File: config.mk
export PLATFORM = sky130hd
export DESIGN_NAME = rocc_dispatch_unit
export DESIGN_NICKNAME = d
export VERILOG_FILES = /design/src/rtl/rocc_pkg.sv /design/src/rtl/rocc_cmd_fifo.sv /design/src/rtl/rocc_dispatch_unit.sv
export SDC_FILE = /design/constraint.sdc
export NUM_CORES = 1
export LEC_CHECK = 0
export BUFFER_PORTS_ARGS = -buffer_cell sky130_fd_sc_hd__buf_2
export CAP_MARGIN = 20
export CORE_MARGIN = 1.5
export CORE_UTILIZATION = 57
export CTS_CLUSTER_DIAMETER = 150
export DETAILED_ROUTE_END_ITERATION = 10
export GPL_ROUTABILITY_DRIVEN = 0
export PLACE_DENSITY = 0.85
export SLEW_MARGIN = 5
export SYNTH_ARGS = -nofsm -noshare
export SYNTH_HDL_FRONTEND = slang
export SYNTH_SLANG_ARGS = --single-unit
File: constraint.sdc
create_clock -name clk -period 5.8 [get_ports clk]
set_clock_uncertainty 0.05 [all_clocks]
set_input_delay 0.29 -clock clk [delete_from_list [all_inputs] [get_ports clk]]
set_output_delay 0.29 -clock clk [all_outputs]
set_load 0.01 [all_outputs]
File: src/rtl/rocc_pkg.sv
// Shared types for the RoCC dispatch path: channel FSM states, channel-select
// field location and the default queued-command record.
package rocc_pkg;

    typedef enum logic [1:0] {IDLE, ISSUE, BUSY} ch_state_e;

    localparam int ROCC_CH_LSB = 12;
    localparam int ROCC_CH_W   = 3;
    localparam int ROCC_XLEN   = 32;

    typedef struct packed {
        logic [ROCC_XLEN-1:0] instr;
        logic [ROCC_XLEN-1:0] rs1;
        logic [ROCC_XLEN-1:0] rs2;
        logic [ROCC_CH_W-1:0] ch;
    } rocc_cmd_t;

endpackage

File: src/rtl/rocc_cmd_fifo.sv
// In-order command queue with a combinational head. Pointers wrap naturally
// because DEPTH is a power of two.
module rocc_cmd_fifo
    import rocc_pkg::*;
#(
    parameter int  DEPTH = 4,
    parameter type T     = rocc_cmd_t
) (
    input  logic                       clk,
    input  logic                       rst_n,
    input  logic                       wr_en,
    input  T                           wr_data,
    input  logic                       rd_en,
    output T                           rd_data,
    output logic [$clog2(DEPTH+1)-1:0] count,
    output logic                       full,
    output logic                       empty
);
    localparam int AW = $clog2(DEPTH);
    localparam int CW = $clog2(DEPTH+1);

    T               mem [DEPTH];
    logic [AW-1:0]  wr_ptr, rd_ptr;
    logic           we, re;

    assign full    = (count == CW'(DEPTH));
    assign empty   = (count == '0);
    assign we      = wr_en & ~full;
    assign re      = rd_en & ~empty;
    assign rd_data = mem[rd_ptr];

    always_ff @(posedge clk or negedge rst_n) begin
        if (!rst_n) begin
            wr_ptr <= '0;
            rd_ptr <= '0;
            count  <= '0;
        end else begin
            if (we) wr_ptr <= wr_ptr + AW'(1);
            if (re) rd_ptr <= rd_ptr + AW'(1);
            case ({we, re})
                2'b10:   count <= count + CW'(1);
                2'b01:   count <= count - CW'(1);
                default: count <= count;
            endcase
        end
    end

    // Payload storage needs no clear; only pointers define validity.
    always_ff @(posedge clk) begin
        if (we) mem[wr_ptr] <= wr_data;
    end

endmodule

File: src/rtl/rocc_dispatch_unit.sv
// Queues custom instructions and issues them in order to NUM_ACC accelerator
// channels, each tracked by an IDLE -> ISSUE -> BUSY -> IDLE handshake FSM.
module rocc_dispatch_unit
    import rocc_pkg::*;
#(
    parameter int NUM_ACC = 2,
    parameter int DEPTH   = 4,
    parameter int XLEN    = 32
) (
    input  logic                                 clk,
    input  logic                                 rst,
    input  logic                                 is_rocc,
    input  logic                                 is_fence,
    input  logic [XLEN-1:0]                      rocc_instr,
    input  logic [XLEN-1:0]                      rocc_rs1,
    input  logic [XLEN-1:0]                      rocc_rs2,
    output logic                                 stall,
    output logic [NUM_ACC-1:0]                   acc_valid,
    input  logic [NUM_ACC-1:0]                   acc_ready,
    output logic [NUM_ACC*XLEN-1:0]              acc_instr,
    output logic [NUM_ACC*XLEN-1:0]              acc_rs1,
    output logic [NUM_ACC*XLEN-1:0]              acc_rs2,
    input  logic [NUM_ACC-1:0]                   acc_done,
    output logic                                 busy,
    output logic [$clog2(DEPTH+NUM_ACC+1)-1:0]   inflight,
    output logic                                 err_bad_ch
);
    localparam int CW = $clog2(DEPTH+1);
    localparam int IW = $clog2(DEPTH+NUM_ACC+1);

    typedef struct packed {
        logic [XLEN-1:0]      instr;
        logic [XLEN-1:0]      rs1;
        logic [XLEN-1:0]      rs2;
        logic [ROCC_CH_W-1:0] ch;
    } cmd_t;

    cmd_t                 wr_cmd, head;
    logic [CW-1:0]        count;
    logic                 full, empty, push, pop, ch_ok;
    logic [ROCC_CH_W-1:0] ch;
    logic [NUM_ACC-1:0]   dispatch, chan_active;

    assign ch     = rocc_instr[ROCC_CH_LSB +: ROCC_CH_W];
    assign ch_ok  = int'(ch) < NUM_ACC;
    assign busy   = ~empty | (|chan_active);
    // Uses registered full/busy only, so ready/done never reach stall combinationally.
    assign stall  = (is_rocc & full) | (is_fence & busy);
    assign push   = is_rocc & ~stall & ch_ok;
    assign pop    = |dispatch;
    assign wr_cmd = '{instr: rocc_instr, rs1: rocc_rs1, rs2: rocc_rs2, ch: ch};

    rocc_cmd_fifo #(.DEPTH(DEPTH), .T(cmd_t)) u_fifo (
        .clk     (clk),
        .rst_n   (rst),
        .wr_en   (push),
        .wr_data (wr_cmd),
        .rd_en   (pop),
        .rd_data (head),
        .count   (count),
        .full    (full),
        .empty   (empty)
    );

    always_ff @(posedge clk or negedge rst) begin
        if (!rst) err_bad_ch <= 1'b0;
        else      err_bad_ch <= is_rocc & ~stall & ~ch_ok;
    end

    always_comb begin
        inflight = IW'(count);
        for (int i = 0; i < NUM_ACC; i++) inflight = inflight + IW'(chan_active[i]);
    end

    for (genvar i = 0; i < NUM_ACC; i++) begin : g_ch
        ch_state_e       state, state_nxt;
        logic            valid_o, active_o;
        logic [XLEN-1:0] p_instr, p_rs1, p_rs2;

        // Only the head may dispatch, so a blocked head stalls every later entry.
        assign dispatch[i] = ~empty & (head.ch == ROCC_CH_W'(i)) & (state == IDLE);

        always_ff @(posedge clk or negedge rst) begin
            if (!rst) state <= IDLE;
            else      state <= state_nxt;
        end

        always_comb begin
            state_nxt = state;
            case (state)
                IDLE:    if (dispatch[i])  state_nxt = ISSUE;
                ISSUE:   if (acc_ready[i]) state_nxt = BUSY;
                BUSY:    if (acc_done[i])  state_nxt = IDLE;
                default: state_nxt = IDLE;
            endcase
        end

        always_comb begin
            valid_o  = (state == ISSUE);
            active_o = (state != IDLE);
        end

        always_ff @(posedge clk or negedge rst) begin
            if (!rst) begin
                p_instr <= '0;
                p_rs1   <= '0;
                p_rs2   <= '0;
            end else if (dispatch[i]) begin
                p_instr <= head.instr;
                p_rs1   <= head.rs1;
                p_rs2   <= head.rs2;
            end
        end

        assign acc_valid[i]                 = valid_o;
        assign chan_active[i]               = active_o;
        assign acc_instr[i*XLEN +: XLEN]    = p_instr;
        assign acc_rs1[i*XLEN +: XLEN]      = p_rs1;
        assign acc_rs2[i*XLEN +: XLEN]      = p_rs2;
    end

endmodule
## Yosys cells after proc, flatten, opt, wreduce, memory -nomap -nowiden

Memories as Yosys holds them, arrays and structs flattened.
Index checks and enable logic that the tools add are counted.

- Output and inout port bits: 200
- Memories: 1
- Input port bits: 104
- Logic and storage cells: 73
- Flip-flop bits (word level): 204
- Bits in writable memories: 396

Memories:

| name | words | bits a word | rd ports | clocked after Yosys merged registers in | write ports | line | RTL |
|---|---|---|---|---|---|---|---|
| u_fifo.mem | 4 | 99 | 1 | 0 | 1 | rocc_cmd_fifo.sv:22 | `T mem [DEPTH];` |

- Add/sub/neg operators: 6
- Reductions and logical operators: 11
- $lt $le $gt $ge: 1
- Eq/ne operators: 14
- Bitwise logic cells: 17
- Multiplexer cells: 11

Operators with widths:

| cell | count |
|---|---|
| $mux W2 | 6 |
| $ne A2 B2 Y1 const B | 6 |
| $pmux W2 S3 | 2 |
| $and A1 B1 Y1 | 11 |
| $add A3 B1 Y3 | 2 |
| $eq A2 B1 Y1 const B | 3 |
| $eq A2 B2 Y1 const B | 3 |
| $logic_not A3 Y1 | 2 |
| $pmux W3 S2 | 1 |
| $reduce_and A3 Y1 | 2 |
| $reduce_bool A2 Y1 | 3 |
| $add A2 B1 Y2 const B | 2 |
| $logic_not A2 Y1 | 2 |
| $not A1 Y1 | 4 |
| $reduce_or A2 Y1 | 2 |
| $add A3 B1 Y3 const B | 1 |
| $eq A3 B1 Y1 const B | 1 |
| $eq A3 B3 Y1 const B | 1 |
| $lt A3 B2 Y1 const B | 1 |
| $sub A3 B1 Y3 const B | 1 |
| $mux W1 | 2 |
| $or A1 B1 Y1 | 2 |

## Depth between registers and ports, before layout

Gate-level depths: netlist (run 1).

- Depth after elaboration: 11
- Mapped depth: 11
- Depth with buffers taken out: 10

## By module

From an unflattened synthesis (run 1), not the netlist that was laid out.

- Cells, all modules: 998
- Area total of the unflattened synthesis: 22251.3 um2

By module, submodules not included:

| module | sequential area each (um2) | area each (um2) | instances | cells each |
|---|---|---|---|---|
| rocc_cmd_fifo | 12066.6 | 14717.9 | 1 | 555 |
| rocc_dispatch_unit | 4929.7 | 7533.5 | 1 | 443 |

## Least setup slack after synthesis (run 1)

OpenSTA, ideal clock, no wires.

- Path type: reg2reg
- Start: reg g_ch[1].state[1]
- End: mem u_fifo.mem[0][10] (netlist bit) (enable)
- Data required time: 5284 ps
- Arrival time: 3804 ps
- Path slack: 1480 ps
- Stages on the path, launching flop included: 6
- Path through: dfrtp_1 -> or4_1 -> o31ai_1 -> and4_1 -> clkbuf_1 -> and2_1

- Word-level cells in the longest chain between the ends: 11

Ends and longest elaborated chain:

| element | line | RTL |
|---|---|---|
| start, declared | rocc_dispatch_unit.sv:76 | `ch_state_e state, state_nxt;` |
| start signal, assigned | rocc_dispatch_unit.sv:85 | `else state <= state_nxt;` |
| $reduce_bool A2 Y1 | rocc_dispatch_unit.sv:100 | `active_o = (state != IDLE);` |
| $reduce_or A2 Y1 | rocc_dispatch_unit.sv:46 | `assign busy = ~empty \| (\|chan_active);` |
| $or A1 B1 Y1 | rocc_dispatch_unit.sv:46 |  |
| $and A1 B1 Y1 | rocc_dispatch_unit.sv:48 | `assign stall = (is_rocc & full) \| (is_fence & busy);` |
| $or A1 B1 Y1 | rocc_dispatch_unit.sv:48 |  |
| $not A1 Y1 | rocc_dispatch_unit.sv:49 | `assign push = is_rocc & ~stall & ch_ok;` |
| $and A1 B1 Y1 (2 in series) | rocc_dispatch_unit.sv:49 |  |
| $and A1 B1 Y1 | rocc_cmd_fifo.sv:28 | `assign we = wr_en & ~full;` |
| $mux W1 | rocc_cmd_fifo.sv:50 | `if (we) mem[wr_ptr] <= wr_data;` |
| $mux W1 (not written as such) | rocc_cmd_fifo.sv:50 |  |
| end, declared | rocc_cmd_fifo.sv:22 |  |

No other way between the ends.

## Worst setup path in the final report (run 1)

- Start: reg u_fifo.rd_ptr[1]
- End: reg g_ch[1].p_instr[24]

- Word-level cells in the longest chain between the ends: 4

Ends and longest elaborated chain:

| element | line | RTL |
|---|---|---|
| start, declared | rocc_cmd_fifo.sv:23 | `logic [AW-1:0] wr_ptr, rd_ptr;` |
| start signal, assigned | rocc_cmd_fifo.sv:39 | `if (re) rd_ptr <= rd_ptr + AW'(1);` |
| $mem_v2 Z4 W99 (*) | n/a |  |
| $eq A3 B1 Y1 | rocc_dispatch_unit.sv:81 | `assign dispatch[i] = ~empty & (head.ch == ROCC_CH_W'(i)) & (state == IDLE);` |
| $and A1 B1 Y1 (2 in series) | rocc_dispatch_unit.sv:81 |  |
| end signal, assigned | rocc_dispatch_unit.sv:109 | `p_instr <= head.instr;` |
| end, declared | rocc_dispatch_unit.sv:78 | `logic [XLEN-1:0] p_instr, p_rs1, p_rs2;` |

Every way passes the cells marked *; elsewhere a longest branch is shown, timed or not.
A chain may end at the register's enable or synchronous reset.

==> results by stage, run 1 <==
STA:
- The transition time at the pin with the least slew margin is between 1 and 1.5 ns.
- The minimum clock period after layout is 3.641 ns.
- The final critical path takes up roughly 63% of the cycle.
- The hold violation count in the final report was 0.
- The total of endpoints with negative setup slack in the final report is 0.
- Setup repair after global routing left no endpoint under its margin.
- Across all hold checks on the routed design, the worst slack comes to roughly 0.052 ns.
- In the final timing run, aggregate negative setup slack is 0 ns.
- Based on the critical path, the design can be clocked at up to 274.6 MHz.
- The max-slew violation count is 0.
- In this run the tightest slew margin relative to its limit is between 20 and 30%.

Critical path:
- STA puts the critical path data required time at a little over 6 ns.
- The critical path startpoint category is a register.
- The maximum fanout along the worst path is 55.
- The classification of the worst setup path is reg2reg.
- The launch instance of the worst register-to-register path is u_fifo.rd_ptr[1].
- The type of destination of the critical path is a register.
- The data arrival time of the critical path is 4.06 ns.
- The worst register-to-register path ends at g_ch[1].p_instr[24].
- Counting cells, the worst reg-to-reg path comes to 5.
- In this run the register-to-register setup slack is approximately 2.2 ns.

Hold path:
- The hold path endpoint is g_ch[1].state[1].
- The worst hold path depth is 3.
- The min-delay analysis places its worst path in the category in2reg.
- The startpoint of the worst hold path is acc_done[1].

Final layout:
- The top cell types in the final layout, fill and taps aside, are edfxtp_1, buf_2, dfrtp_1.
- For this run, the post-layout net count is about 1500.
- The area growth from synthesis to layout is 22.66%.
- The combined area of the multi-input logic cells is between 4000 and 5000 µm².
- Summing all non-filler instances in the final layout gives an area of 26700 µm².
- The number of filler cells placed in the layout is 2293.
- The area taken by flip-flops and latches is ~17000 µm².
- The share of cells above drive strength 1 is between 40% and 50%.
- The library cell used most frequently in the layout, excluding fill and tap cells, is edfxtp_1.

Clock network:
- The clock latency at the later pin of the worst-skew pair is about 0.59 ns.
- The clock tree synthesis step divided the H-tree into 2 levels.
- The buffer count from post-CTS setup fixing is 0.
- The TritonCTS clock tree is done.
- The total clock buffers created by CTS is 56.
- The clock sink count is 588.
- The quantity of gates resized following cts is 0.
- The buffer depth of the longest clock path is 3.
- Clock tree synthesis selected as its root buffer the cell clkbuf_16.
- The clock transition at the register clock pins on the worst setup and hold paths after CTS is about 0.060 ns.

Detailed routing:
- The first detailed-routing pass ran for 4 iterations.
- The number of routed nets with antenna violations is 0.
- The number of violations reported at the end of detailed-routing iteration 0 is 547.
- The remaining design rule violation count is 0.
- Using the TritonRoute via totals, the vias-per-cell ratio works out to between 5 and 6.
- The total wire length is 45.09 mm.
- Detailed routing inserted a total of 10950 vias.
- The detailed-route wire length per cell is approximately 23 µm.

Yosys:
- The count of synthesis-stage warnings from yosys is 0.
- A synthesized cell averages approximately 22 µm².
- Of the synthesized area, sequential elements account for 76.43%.
- In the synthesized netlist the async set-or-reset flop fraction comes to approximately a third.
- The synthesized instance count is a little under 1000.
- Counting distinct cell types in the post-synthesis netlist gives 41.
- The number of flops mapped to enable cells by yosys is around 380.
- Synthesis inferred between 500 and 600 register bits.
- The synthesized netlist occupies a cell area of around 22000 µm².
- In the synthesized netlist the dominant register cell turns out to be edfxtp_1.
- When the netlist entered floorplanning its net count stood at 1103.

Power and ir drop:
- The total chip power is around 13 mW.
- Across the VDD grid, the largest voltage drop is around 0.34 mV.
- The power per standard cell area is 501.9 nW/µm².
- In this run the static leakage power is between 10 and 15 nW.

Floorplanning:
- After floorplanning, the core was sized to cover 37670 µm².
- The effective utilization at floorplan is between 50% and 60%.
- In this run the core area contains slightly above 70 standard-cell rows.
- The overall die height is around 200 µm.
- During I/O placement, the number of pins put on the boundary was 304.
- The die is 198.4 µm wide.
- The floorplan die area is 39370 µm².

Global routing:
- Across every metal layer, demand over resource in global routing totals 23.41%.
- The number of antenna violations at the first check in global routing is 2.
- The first global-routing pass estimated ~69 mm of wire.
- The largest net degree at the start of global routing is between 100 and 150.
- For this run the aggregate overflow at the end of global routing stands at 0.
- The via count of the first global-routing pass is 11980.

Placement:
- The standard cell area after detailed placement is 23810 µm².
- The quantity of I/O buffers inserted on ports is between 300 and 400.
- The placed wire-length estimate is roughly 27 mm.

Outcome:
- The flow ran to the end, and the final reports show no timing, DRC or antenna violations.

Job:
- Across the run, the number of max-cap violations was 0.
## cells in the mapped netlist, drive strengths merged, types with 4 or more instances
cell type,number,area share [%]
clkbuf,12,0.21
and2,6,0.17
nor2,4,0.069
edfxtp,384,53
buf,34,0.97
inv,9,0.16
mux2,189,10
ha,6,0.34
nand2b,4,0.11
dfrtp,204,23
nor2b,4,0.11
mux4,93,9.6
## power breakdown
part	internal (mW)	switching, mW	total (mW)
logic	2.03	1.79	3.82
registers	5.31	0.625	5.93
clock network	2.12	1.53	3.64
total	9.46	3.94	13.4
## timing repair
| action | in CTS | in global routing |
|---|---|---|
| hold endpoints to repair | 491 | 0 |
| hold buffers | 101 | 0 |
| endpoints found under the setup margin | 0 | 0 |
## cells by family (layout without fill, tap and decap cells)
group,count (synthesis),in the layout,share of synthesized area [%]
muxes,285,285,20.00
AOI/OAI and AO/OA,16,16,0.5403
xor gates and xnor gates,6,6,0.2415
adders and majority gates,8,8,0.5288
other,0,3,0
buffers and inverters,55,530,1.328
DFF,588,588,76.43
and+or+nand+nor,33,33,0.9312
## registers in the layout (all words and copies together) (netlist names)
signal / count
u_fifo.count: 3
g_ch.p_rs1: 64
err_bad_ch: 1
u_fifo.rd_ptr: 2
u_fifo.mem: 384
g_ch.state: 4
u_fifo.wr_ptr: 2
g_ch.p_rs2: 64
g_ch.p_instr: 64
## worst max-delay path, cell delays in order (launching register included)
cell and delay [ns]:
dfrtp_4 0.97, nor3_1 0.14, o21bai_1 0.43, a21o_4 0.65
buf_4 0.73, mux2_2 0.41
## per-stage QoR
step,utilization (%),worst slack [ns],instances
floorplan,-,1.480,991
global placement,63.22,2.219,1771
detailed placement,63.22,2.211,1771
CTS,70.87,2.160,1977
global route,70.88,1.978,1979
finish,70.89,2.159,1980
## layer usage
layer | routed length [µm] | vias to the layer above | GRT usage [%] | part of all wire [%]
met4 | 1029 | 0 | 7.099 | 2.3
met5 | 0 | - | 0 | 0
met3 | 2664 | 72 | 4.883 | 5.9
met1 | 17450 | 5749 | 29.25 | 39
met2 | 23950 | 352 | 41.38 | 53
li1 | - | 4773 | - | -
## area by class of cell
class | count | area share (%)
antenna | 3 | 0.02812
clock buffer | 80 | 6.167
clock inverter | 25 | 0.8388
inverter | 9 | 0.1265
multi-input combinational | 348 | 18.23
sequential | 588 | 62.33
tap | 511 | 2.395
timing repair buffer | 416 | 9.883
## worst max-delay path by stage
stage	from	to	slack (ns)	cells after the start
global route	u_fifo.rd_ptr[1]	g_ch[1].p_instr[24]	1.98	5
detailed placement	u_fifo.rd_ptr[1]	g_ch[1].p_instr[25]	2.21	5
CTS	u_fifo.rd_ptr[1]	g_ch[1].p_instr[24]	2.16	5
global placement	u_fifo.rd_ptr[1]	g_ch[1].p_instr[27]	2.22	5
finish	u_fifo.rd_ptr[1]	g_ch[1].p_instr[24]	2.16	5
floorplan	g_ch[1].state[1]	u_fifo.mem[0][10]	1.48	5
Power figures use the tool's default switching activity.
==> run 2: changes to the inputs <==
==> constraint.sdc (replaced) <==
create_clock -name clk -period 3.8 [get_ports clk]
set_clock_uncertainty 0.05 [all_clocks]
set_input_delay 0.19 -clock clk [delete_from_list [all_inputs] [get_ports clk]]
set_output_delay 0.19 -clock clk [all_outputs]
set_load 0.01 [all_outputs]
==> run 2 against run 1 <==
Wire length is 0.26% higher. Fmax is 20% higher. Sequential cell count stayed put. Worst hold slack better by 0.073 ns. First-iteration DRC count rose by 21%. Clock-buffer cell count is 3 lower. Critical path type unchanged. Largest power group unchanged. Highest routed layer is now met5.
==> results by stage, run 2 (synthesis results as in run 1) <==
Detailed routing:
- Detailed routing inserted a total of 11060 vias.
- The first detailed-routing pass took 4 iterations.
- In the routed layout, each cell is associated on average with a via count of between 5 and 6.
- After detailed routing, the number of remaining DRC violations is 0.
- The count of nets left with antenna violations once routing finished came out at 0.
- The detailed router finished its first iteration with around 660 violations.
- The detailed-route wire length per cell is approximately 23 µm.
- The routed design has around 45 mm of wire.

STA:
- The final setup TNS is 0 ns.
- The total of endpoints with negative setup slack in the final report is 0.
- Counting I/O delays and the setup requirement, the final critical path takes around 3 ns.
- In the post-route analysis, the smallest setup slack over all paths is about 0.78 ns.
- Setup repair after global routing left no endpoint under its margin.
- The max-slew violation count is 0.
- In the finished design, the share of the clock period the worst path needs comes to between 70% and 80%.
- The hold violation count in the final report is 0.
- The maximum frequency from static timing analysis is ~330 MHz.
- The transition time at the pin with the least slew margin is around 0.98 ns.
- The worst max-slew margin expressed relative to the limit is 34.94%.

Final layout:
- The relative area change from synthesis to final layout is 23.25%.
- Leaving out fill and tap cells, the most frequent cells in the layout are edfxtp_1, buf_2, dfrtp_1.
- More flip-flops sit in one register than any other, and that register is u_fifo.mem.
- The share of cells above drive strength 1 is between 40 and 50%.
- Fill cells in the final layout number 2281.
- Leaving out fill and tap cells, the most frequent cell in the layout is edfxtp_1.
- The final layout contains 1541 nets.
- The number of flip-flops under the largest register name is 384.

Floorplanning:
- The area of the core is between 30000 and 40000 µm².
- The floorplan step set the die width to slightly below 200 µm.
- The I/O pin count is 304.
- The effective utilization at floorplan is between 50% and 60%.
- In this run the vertical extent of the chip is between 150 and 200 µm.
- The floorplan die area is 39370 µm².
- The floorplan has between 70 and 80 rows.

Clock network:
- TritonCTS built the clock tree.
- The root buffer cell is clkbuf_16.
- The tree built by TritonCTS fans out to 588 sinks.
- The number of clock buffers added by TritonCTS is 56.
- The H-tree was split into 2 levels.
- After clock tree synthesis, the clock-pin slew on the worst setup and hold paths is 0.06 ns.
- At the later pin of the worst-skew pair, clock insertion delay measures just under 0.6 ns.
- The buffer depth of the longest clock path is 3.

Global routing:
- The number of antenna violations at the first check in global routing is 5.
- The via count of the first global-routing pass is about 12000.
- Entering global routing, the biggest net connects 76 pins.
- After global routing the overflow that remains totals 0.
- The global-route wire length before repair is around 69 mm.
- Global routing consumed, over all layers together, between 20% and 30% of the routing resources.

Power and ir drop:
- The highest ir drop seen on vdd is ~0.53 mV.
- In this run the static leakage power is about 10 nW.
- For this design the ratio of total power to cell area is roughly 760 nW/µm².

Critical path:
- The worst setup path is launched from a register.
- The critical path required time is ~4.2 ns.
- The classification of the worst setup path is reg2reg.
- Of all nets on the critical path, the largest fanout is 52.
- The worst setup path is captured at a register.
- The data arrival time of the critical path is about 3.4 ns.

Job:
- The max-cap check violation count is 0.

Placement:
- The worst setup slack before clock tree synthesis is 0.8291 ns.
- The quantity of I/O buffers inserted on ports is about 300.
- The placed wire-length estimate is approximately 28 mm.

Outcome:
- The flow ran to the end, and the final reports show no timing, DRC or antenna violations.

Hold path:
- The tightest min-delay check is of the in2async type.
[run 2: cell type report]
cell class | count | area, µm² | area share (%)
Antenna cell | 4 | 10.01 | 0.03731
Inverter | 9 | 33.78 | 0.1259
Clock buffer | 77 | 1593 | 5.937
Tap cell | 511 | 639.4 | 2.383
Clock inverter | 27 | 210.2 | 0.7835
Sequential cell | 588 | 16640 | 62.04
Multi-Input combinational cell | 348 | 4867 | 18.14
Timing Repair Buffer | 426 | 2831 | 10.55
[run 2: power by group]
part	total (mW)	leakage [nW]	switching [mW]	internal (mW)
logic	6.16	3.61	3.00	3.15
clock network	5.41	0.873	2.29	3.12
registers	8.82	5.91	0.709	8.11
total	20.4	10.4	6.00	14.4
[run 2: final timing paths]
path | cells past startpoint | slack, ns | start | endpoint
worst min register to register | 1 | 0.43 | g_ch[1].p_instr[12] | g_ch[1].p_instr[12]
worst min-delay path | 2 | 0.12 | rst | g_ch[0].p_instr[15]
worst max register to register | 5 | 0.78 | u_fifo.count[0] | g_ch[1].p_rs2[4]
min in group clk | 4 | 0.22 | is_fence | u_fifo.wr_ptr[0]
max in group asynchronous | 3 | 2.56 | rst | g_ch[0].p_rs1[12]
worst max-delay path | 5 | 0.78 | u_fifo.count[0] | g_ch[1].p_rs2[4]
[run 2: critical path, stage by stage (launching register included)]
cell	delay (ns)
dfrtp_1	0.48
o31ai_1	0.37
o21bai_1	0.30
a21o_4	0.80
buf_4	0.47
mux2_2	0.41
[run 2: metal layers]
layer  GRT usage [%]  vias to the layer above  routed length (µm)
li1                -                     4795                   -
met1           30.39                     5858               18190
met3           4.408                       63                2329
met5               0                        -                  13
met4           6.594                        2                 829
met2           40.84                      345               23850
[run 2: what timing repair did]
action                     4_1_cts  5_1_grt
hold buffers                   103        0
gates resized for setup          0        0
hold endpoints to repair       456        0
buffers inserted                 0        0
setup endpoints to repair        0        0
[run 2: metrics by stage]
step	power, mW	utilization [%]	area [µm²]	hold slack [ns]	cells
after floorplan	12.74	-	21770	-0.1556	991
after detailed placement	14.96	63.68	23980	0.1768	1779
after global routing	21.30	71.23	26830	0.1526	1990
after global placement	14.69	63.68	23980	0.1751	1779
after CTS	20.52	71.20	26820	0.1121	1986
final	20.39	71.23	26830	0.1249	1990
==> run 3: changes to the inputs <==
--- a/config.mk
+++ b/config.mk
@@ -8,11 +8,11 @@
 export BUFFER_PORTS_ARGS = -buffer_cell sky130_fd_sc_hd__buf_2
 export CAP_MARGIN = 20
 export CORE_MARGIN = 1.5
-export CORE_UTILIZATION = 57
+export CORE_UTILIZATION = 51
 export CTS_CLUSTER_DIAMETER = 150
 export DETAILED_ROUTE_END_ITERATION = 10
 export GPL_ROUTABILITY_DRIVEN = 0
-export PLACE_DENSITY = 0.85
+export PLACE_DENSITY = 0.81
 export SLEW_MARGIN = 5
 export SYNTH_ARGS = -nofsm -noshare
 export SYNTH_HDL_FRONTEND = slang
==> constraint.sdc (replaced) <==
create_clock -name clk -period 2.7 [get_ports clk]
set_clock_uncertainty 0.05 [all_clocks]
set_input_delay 0.135 -clock clk [delete_from_list [all_inputs] [get_ports clk]]
set_output_delay 0.135 -clock clk [all_outputs]
set_load 0.01 [all_outputs]
==> run 3 against run 2 <==
Worst hold slack worse by 0.055 ns. Register-to-register slack got worse by 0.71 ns. Sequential share of layout area down 1.0 points. First-iteration DRC count fell by 6.2%. Combinational power increased by 44%. Critical endpoint is now u_fifo.count[2]. Highest routed layer is now met4.
==> results by stage, run 3 (synthesis results as in run 1) <==
Power and ir drop:
- In this run the power density over the cells is 1068 nW/µm².
- The leakage power figure is about 11 nW.
- The total chip power is 29.13 mW.
- The worst-case IR drop observed on VDD is 0.7065 mV.

Detailed routing:
- The total iterations of the first detailed-routing run is 5.
- The final route contains about 11000 vias.
- For this run, design rule violations remaining after detail routing come to 0.
- The detailed-route wire length per cell is roughly 22 µm.
- In the routed layout, each cell is associated on average with a via count of about 5.4.
- Wires add up to ~44 mm.
- The number of violations reported at the end of detailed-routing iteration 0 is 623.
- The number of routed nets with antenna violations is 0.

Global routing:
- Entering global routing, the biggest net connects about 70 pins.
- The total routing usage reported by global routing is about 21%.
- The number of antenna violations at the first check in global routing is 2.
- The via count of the first global-routing pass is ~12000.
- After global routing the overflow that remains totals 0.
- The global-route wire length before repair is ~70 mm.

Floorplanning:
- The die covers 43930 µm².
- The effective utilization at floorplan is 51.78%.
- In this run the horizontal extent of the chip is ~210 µm.
- The I/O pin count is approximately 300.
- The initialized floorplan defines 75 standard-cell rows.
- The overall die height is roughly 210 µm.
- The core region is 42040 µm².

STA:
- Setup total negative slack on the finished layout was measured at 0 ns.
- The worst pin sits at a relative slew slack of approximately two fifths.
- The hold violation count in the final report came to 0.
- The transition time at the pin with the least slew margin is between 0.9 and 1 ns.
- The maximum frequency from static timing analysis is 378.8 MHz.
- In the post-route analysis, the smallest setup slack over all paths is roughly 0.06 ns.
- The minimum clock period after layout is ~2.6 ns.
- The portion of the clock cycle consumed by the worst path in the final layout is a little over nine tenths.
- The total of endpoints with negative setup slack in the final report is 0.
- The max-slew violation count is 0.
- Setup repair after global routing could not meet its margin everywhere.
- Final hold analysis gives a worst-case slack of 0.07032 ns.

Final layout:
- At the end of the flow the core is filled with cells to 64.90%.
- The area growth from synthesis to layout is 25.34%.
- Counting the fill cells in the layout gives about 2700.
- The number of nets at the end of the flow is between 1500 and 2000.
- The final design area excluding fillers is between 20000 and 30000 µm².
- The register with the most flip-flops in the layout has 384 of them.
- The top register by number of flip-flops is u_fifo.mem.
- Leaving out fill and tap cells, the most frequent cells in the layout are edfxtp_1, buf_2, dfrtp_1.
- The finished layout holds 2043 standard cells, fillers aside.
- The leading cell type in the layout, fill and taps excluded is edfxtp_1.
- In the final layout, the share of cells above drive strength 1 is a little under half.

Critical path:
- The type of destination of the critical path is a register.
- The slack of the worst reg-to-reg path is around 0.060 ns.
- STA puts the critical path data required time at roughly 3.2 ns.
- The classification of the worst setup path is reg2reg.
- The maximum fanout along the worst path is 5.
- Data on the critical path arrives at its endpoint at 3.09 ns.
- STA classifies the critical path startpoint as a register.

Clock network:
- The tree is rooted in a clkbuf_16.
- The clock transition at the register clock pins on the worst setup and hold paths after CTS is 0.06 ns.
- The clock latency at the later pin of the worst-skew pair is approximately 0.60 ns.
- The longest clock path from root to sink contains 3 buffers.
- The clock sink count is a little under 600.
- The total clock buffers created by CTS is between 50 and 60.
- The TritonCTS clock tree is done.
- The H-tree depth is 2.

Job:
- Max-cap violations in this run came to 0.

Placement:
- In this run the tool buffered the top-level ports with roughly 300 buffer cells.
- The standard cell area after detailed placement is ~24000 µm².
- After detailed placement, the design holds a cell count of between 1500 and 2000.
- OpenSTA, run right after detailed placement, puts the worst setup slack at -0.04485 ns.
- The placed wire-length estimate is around 27 mm.

Hold path:
- The path category of the worst min-delay check is in2async.

Outcome:
- The run finished with clean final reports.
-- run 3: changes by cell type in the layout (fill, tap and decap cells not counted), sizes merged, moves of 3 or more --
cell      change
buf          +23
clkbuf       +12
clkinv        -5
clkinvlp      -4
inv           +3
-- run 3: final timing paths --
path | start | to | depth (start not counted)
max | u_fifo.rd_ptr[1] | u_fifo.count[2] | 9
min | rst | g_ch[1].p_instr[19] | 2
max reg2reg | u_fifo.rd_ptr[1] | u_fifo.count[2] | 9
min reg2reg | g_ch[1].p_instr[12] | g_ch[1].p_instr[12] | 1
max in group asynchronous | rst | g_ch[1].p_rs1[15] | 3
min in group clk | is_fence | u_fifo.wr_ptr[0] | 5
-- run 3: cell type report --
cell class	count	area, µm²	share of cell area, %
Clock buffer	90	1785	6.544
Timing Repair Buffer	448	3134	11.49
Clock inverter	19	125.1	0.4586
Sequential cell	588	16640	61.00
Inverter	9	33.78	0.1238
Antenna cell	2	5.005	0.01834
Tap cell	539	674.4	2.472
Multi-Input combinational cell	348	4882	17.89
-- run 3: metal layers --
metal / track usage [%] / share of wire (%) / up-vias
li1: - / - / 4860
met4: 6.326 / 2.2 / 0
met1: 27.26 / 42 / 5830
met5: 0 / 0 / -
met3: 3.576 / 5.0 / 71
met2: 34.91 / 51 / 313
-- run 3: power by group --
group	internal [mW]	total [mW]	switching (mW)
clock	4.63	7.88	3.25
sequential	11.4	12.3	0.937
combinational	4.63	8.90	4.28
total	20.7	29.1	8.47
-- run 3: repair_timing --
| action | 4_1_cts | 5_1_grt |
|---|---|---|
| hold endpoints to repair | 593 | 0 |
| setup buffers | 2 | 0 |
| hold buffers | 103 | 0 |
| pin swaps | 4 | 2 |
| setup endpoints to repair | 1 | 137 |
| gates cloned | 0 | 0 |
| resized for setup | 3 | 3 |
-- run 3: worst max-delay path: stages (launching register included) --
cell	delay (ns)
dfrtp_4	0.51
mux2_4	0.30
or4_4	0.49
a22oi_2	0.20
ha_2	0.22
inv_2	0.04
fa_2	0.32
xor2_1	0.14
nor2_1	0.13
xnor2_1	0.15
